### config.mk
export PLATFORM = sky130hd
export DESIGN_NAME = digit_serial_mult
export DESIGN_NICKNAME = d
export VERILOG_FILES = /design/src/rtl/digit_serial_mult.sv
export SDC_FILE = /design/constraint.sdc
export NUM_CORES = 1
export LEC_CHECK = 0
export ABC_AREA = 1
export CORE_MARGIN = 4
export CORE_UTILIZATION = 50
export DETAILED_ROUTE_END_ITERATION = 16
export HOLD_SLACK_MARGIN = 0.05
export PLACE_DENSITY = 0.88
export SETUP_SLACK_MARGIN = 0.02
export SYNTH_ARGS = -nofsm -noshare
export SYNTH_HDL_FRONTEND = slang
export SYNTH_SLANG_ARGS = --single-unit
### constraint.sdc
create_clock -name clk -period 2.65 [get_ports clk]
set_input_delay 0.265 -clock clk [delete_from_list [all_inputs] [get_ports clk]]
set_output_delay 0.265 -clock clk [all_outputs]
set_load 0.01 [all_outputs]
### src/rtl/digit_serial_mult.sv
// Digit-serial WIDTH x WIDTH unsigned multiplier. It feeds one 2-bit digit pair per cycle
// to an external combinational 2x2 stage and shift-accumulates the 4-bit results.
module digit_serial_mult #(
  parameter int WIDTH = 8
) (
  input  logic               clk,
  input  logic               rst,
  input  logic               start,
  input  logic [WIDTH-1:0]   op_a,
  input  logic [WIDTH-1:0]   op_b,
  output logic               busy,
  output logic               done,
  output logic [2*WIDTH-1:0] product,
  output logic [1:0]         mult_a,
  output logic [1:0]         mult_b,
  input  logic [3:0]         mult_result
);

  localparam int N  = WIDTH / 2;
  localparam int PW = 2 * WIDTH;
  localparam int IW = (N > 1) ? $clog2(N) : 1;
  localparam logic [IW-1:0] LAST_IDX = IW'(N - 1);

  typedef enum logic [1:0] {IDLE, RUN, DONE} state_t;

  state_t state, next_state;

  logic [N-1:0][1:0] ra, rb;
  logic [PW-1:0]     acc, term, sum;
  logic [IW-1:0]     i, j;
  logic [IW:0]       idx_sum;
  logic [IW+1:0]     shamt;
  logic              last;

  // Weight of the current partial product is 4^(i+j).
  assign idx_sum = {1'b0, i} + {1'b0, j};
  assign shamt   = {idx_sum, 1'b0};
  assign term    = PW'(mult_result) << shamt;
  assign sum     = acc + term;
  assign last    = (i == LAST_IDX) && (j == LAST_IDX);

  always_ff @(posedge clk or posedge rst) begin
    if (rst) begin
      state <= IDLE;
    end else begin
      state <= next_state;
    end
  end

  always_comb begin
    next_state = state;
    busy       = 1'b0;
    done       = 1'b0;
    mult_a     = 2'b00;
    mult_b     = 2'b00;
    case (state)
      IDLE: begin
        if (start) begin
          next_state = RUN;
        end
      end
      RUN: begin
        busy   = 1'b1;
        mult_a = ra[i];
        mult_b = rb[j];
        if (last) begin
          next_state = DONE;
        end
      end
      DONE: begin
        busy       = 1'b1;
        done       = 1'b1;
        next_state = IDLE;
      end
      default: begin
        next_state = IDLE;
      end
    endcase
  end

  // Datapath: j is the inner index, i the outer; product only moves on the final term.
  always_ff @(posedge clk or posedge rst) begin
    if (rst) begin
      ra      <= '0;
      rb      <= '0;
      acc     <= '0;
      i       <= '0;
      j       <= '0;
      product <= '0;
    end else begin
      case (state)
        IDLE: begin
          if (start) begin
            ra  <= op_a;
            rb  <= op_b;
            acc <= '0;
            i   <= '0;
            j   <= '0;
          end
        end
        RUN: begin
          acc <= sum;
          if (last) begin
            product <= sum;
            i       <= '0;
            j       <= '0;
          end else if (j == LAST_IDX) begin
            j <= '0;
            i <= i + 1'b1;
          end else begin
            j <= j + 1'b1;
          end
        end
        default: begin
        end
      endcase
    end
  end

endmodule

[After elaboration in Yosys (flattened, before gate mapping)]
Index checks and enable logic that the tools add are counted.
Cells by class
  $add $sub $neg: 4
  order comparisons: 2
  equal/unequal tests: 7
  shift-type cells: 1
  mux-type cells: 20
  reductions and logical operators: 9
Operator list (number)
  $pmux W16 S2: 1
  $mux W2: 11
  $add A16 B16 Y16: 1
  $mux W16: 1
  $shl A4 B4 Y16: 1
  $pmux W2 S2: 3
  $bmux W2 S2: 2
  $reduce_and A2 Y1: 4
  $eq A2 B2 Y1 const B: 3
  $lt A2 B3 Y1 const B: 2
  $add A2 B1 Y2 const B: 2
  $ne A2 B2 Y1 const B: 2
  $add A2 B2 Y3: 1
  $ne A3 B3 Y1 const B: 1
  $reduce_and A3 Y1: 1
  $eq A2 B1 Y1 const B: 1
  $logic_not A2 Y1: 1
  $mux W1: 2
  $reduce_bool A2 Y1: 1
  $reduce_or A2 Y1: 1
  $logic_and A1 B1 Y1: 1
Word-level totals
  register bits after elaboration: 54
  output and inout port bits: 22
  word-level logic and storage cells: 56

[Longest topological paths before layout]
  word-level depth: 4
  mapped depth: 17

[Worst setup path before layout]
OpenSTA, ideal clock, no wires.
  path kind: flip-flop to flip-flop
  from: reg i[0]
  to: reg acc[7]
  arrival: 2523 ps
  data required time: 2533 ps
  setup slack: 9 ps
  stages on the path, launching flop included: 16
  period minus slack after synthesis: 2641 ps
  cells stage by stage: dfrtp_1 -> ha_1 -> inv_1 -> fa_1 -> inv_1 -> nor2_1 -> a31oi_1 -> nor2_1 -> ha_1 -> nand2_1 -> nand2_1 -> a21oi_4 -> nand2_2 -> or2_1 -> nand3_1 -> nand2_1
On the way
  word-level cells in the longest chain between the ends: 4
RTL lines
  start: declaration: RTL line 30  | logic [IW-1:0] i, j;
  start signal: assignment: RTL line 109  | i <= i + 1'b1;
  $add A2 B2 Y3: RTL line 36  | assign idx_sum = {1'b0, i} + {1'b0, j};
  $shl A4 B4 Y16: RTL line 38  | assign term = PW'(mult_result) << shamt;
  $add A16 B16 Y16: RTL line 39  | assign sum = acc + term;
  $pmux W16 S2: RTL line 91  | case (state)
  end signal: assignment: RTL line 102  | acc <= sum;
  end: declaration: RTL line 29  | logic [PW-1:0] acc, term, sum;
Every way passes these cells.
A chain may end at the register's enable or synchronous reset.

[Worst setup path in the final report]
  from: reg i[0]
  to: reg acc[9]
Same word-level chain as after synthesis.

==> impl_results.md <==
- Status: finished with violations
- Failing checks: setup timing
- Final Hold Vio Count: 0
- Clock Tree Buf Depth: 2
- Antenna Cells: 0
- CTS tree: done
- Ports: 45
- Critical Path Sink Type: flop
- CTS Hold Buffers Added: 0
- Least-Margin Pin Slew: roughly 0.7 ns
- Vias in the first global route: roughly 3300
- Worst-case reg-to-reg path depth: 16
- Area growth from synthesis to layout: 35.4%
- Initial Util: 0.525
- Nets@finish: 576
- Die area: 8160 sq um
- Gpl congestion: between 1 and 1.5
- Antenna violations before repair: 0
- CTS H-tree depth: 2
- # DRC: 0
- Place WS: -0.226 ns
- Final worst-path cycle share: 1.12
- Most frequent cells in the layout: nand2_1, dfrtp_1, inv_1
- Clk slew on worst S/H paths: approximately 0.11 ns
- Clock sinks: 54
- GR Layer Usage met1: 0.282
- Avg Inst Size Synth: about 7.4 sq um
- Crit path buffers/inverters: 2
- Met3 usage: 0.0425
- Number of synthesized flops with an enable pin: 0
- Critical path peak fanout: 7
- Setup WS post-layout: -0.322 ns
- Gate Count Post-Synth: 456
- Reg2reg setup slack: -0.32 ns
- RSZ-0062 raised after global routing: yes
- Number of CTS-inserted buffers: 5
- Clock Tree Root: clkbuf_8
- Area of the mapped netlist: approximately 3400 sq um
- Post-DRT Antenna Nets: 0
- CP top delay family: adder cells
- Drt total wl: approximately 10000 um
- CP cell instances: ha_2, inv_2, fa_2, inv_4, nor2_2, a31oi_2, nor2_1, ha_1, nand2_1, nand3b_1, nand2_2, nand2_2, nand2_1, nand2_2, nand3_1, nand2_1
- Max VDD drop: roughly 0.8 mV
- Slew Viols, Final: 0
- Max stage delay cell, worst path: fa_2
- Drt first-iter violations: 408
- Die Wd: approximately 90 um
- GRT Max-Usage Layer: met2
- Detailed placement HPWL: 6300 um
- Congestion Overflow GR: 0
- Max-cap violations: 0
- Asr flop ratio synth: 1.00
- Vias: about 3500
- Power density over the cells: between 1000 and 1500 nW/um^2
- Top FF cell, synth: dfrtp_1
- Synth Warn #: 0
- Worst-skew pair later-pin latency: approximately 0.32 ns
- Register area share after synthesis: 0.399
- Post-DR wirelength/cell: approximately 17 um
- Worst Path Required: 2.88 ns
- Setup crit start kind: flop
- Slew headroom: 0.534
- Design area: around 4600 sq um
- Largest net degree at the start of global routing: 55
- First-pass GRT wire length: 15300 um
- IO buf count: 44
- Number of synthesized register bits: 54
- Pleak: between 2 and 2.5 nW
- CP max stage delay: ~0.49 ns
- Max Freq: 0.336 GHz
- Vias/cell: between 5 and 6
- Die Span Y: between 90 and 100 um
- Total Routing Usage GR: 0.228
- Most common cell after layout, fill and taps aside: nand2_1
- Critical Path AT: about 3.2 ns
- Net count after synthesis: roughly 500
- Post-synth cell types: 33
- Core ar.: roughly 6500 sq um
- Critical path class: flop to flop
- GR Util met2: 0.397
- Placed instance area: roughly 4000 sq um
- Skew final: about 0.0048 ns
- Share of layout cells above drive strength 1: 0.275
- HP Class: primary input to asynchronous set/reset pin
- Setup-failing EPs final: 26
- Crit. path cell count: 16
- Std cell rows: 29
- Pre-antenna DRT Iters: 5
- Minimum clock period after layout: a little under 3 ns
-- cell usage after synthesis (2+ instances only) --
cell | count | area share
a21oi_1 | 22 | 0.032
a31oi_1 | 2 | 0.0037
buf_2 | 7 | 0.010
clkbuf_1 | 3 | 0.0033
dfrtp_1 | 54 | 0.40
fa_1 | 2 | 0.012
ha_1 | 21 | 0.078
inv_1 | 56 | 0.062
inv_2 | 8 | 0.0089
mux2_2 | 8 | 0.027
nand2_1 | 149 | 0.17
nand2_2 | 4 | 0.0074
nand3_1 | 31 | 0.046
nand3b_1 | 4 | 0.0089
nor2_1 | 34 | 0.038
nor2_2 | 3 | 0.0055
nor3_1 | 4 | 0.0059
nor3_2 | 2 | 0.0059
o211ai_1 | 4 | 0.0089
o21ai_0 | 16 | 0.024
o21ai_1 | 3 | 0.0044
o21ai_2 | 2 | 0.0052
o22ai_1 | 2 | 0.0037
or2_1 | 4 | 0.0074
xor2_1 | 3 | 0.0078
-- timing repair --
| item | CTS | global route |
|---|---|---|
| buffers inserted | 7 | 5 |
| gates resized for setup | 28 | 62 |
| pin swaps | 22 | 16 |
| endpoints found under the setup margin | 24 | 28 |
-- area by class of cell --
type,instances,area [sq um]
fillers,452,1870
inverters,64,243
repair buffers,77,692
multi-input cells,328,2110
clock inverters,3,28.8
well taps,77,96.3
clock buffers,5,68.8
flip-flops and latches,54,1350
-- sequential cells by signal, summed over array words and instances, names as in the netlist --
register and cells:
acc 16, product 16, ra 8, rb 8
i 2, j 2, state 2
-- stage by stage --
step | hold slack (ns) | TNS, ns | instances | utilization | power [W]
final | 0.443 | -5.45 | 608 | 0.710 | 0.00558
after global routing | 0.514 | -8.31 | 608 | 0.710 | 0.00592
after CTS | 0.458 | -2.06 | 603 | 0.665 | 0.00485
after detailed placement | 0.465 | -3.46 | 588 | 0.625 | 0.00406
after global placement | 0.462 | -0.666 | 588 | 0.625 | 0.00392
after floorplan | 0.415 | 0 | 456 | - | 0.00308
-- cell families after synthesis --
family,Yosys count,synth area share
AO/OA/AOI/OAI,54,0.0912
XOR/XNOR,4,0.0103
adder cells (fa/ha/maj),23,0.0893
buffers and inverters,74,0.0845
flip-flops,54,0.399
multiplexers,9,0.0295
AND/OR/NAND/NOR,238,0.296
-- worst paths after layout --
check	start	endpoint
max in group asynchronous	rst	acc[5]
min reg2reg	product[8]	product[8]
min in group clk	product[8]	product[8]
max reg2reg	i[0]	acc[9]
max	i[0]	acc[9]
min	rst	product[6]
-- worst min-delay path, stage by stage --
cell,delay [ns]
clkdlybuf4s50_1,0.41
inv_2,0.04
buf_4,0.56
-- metal layers --
metal	vias up	share of wire
met5	-	0
met4	0	0.039
met2	199	0.50
met3	51	0.073
met1	1661	0.38
li1	1594	-
-- power breakdown --
group | leakage, nW | internal [W] | switching [W] | total [W]
combinational | 1.63 | 0.00166 | 0.00204 | 0.00370
clock | 0.0502 | 0.000197 | 0.000320 | 0.000517
sequential | 0.616 | 0.00116 | 0.000209 | 0.00137
No activity file was read; power rests on OpenSTA's default activity.
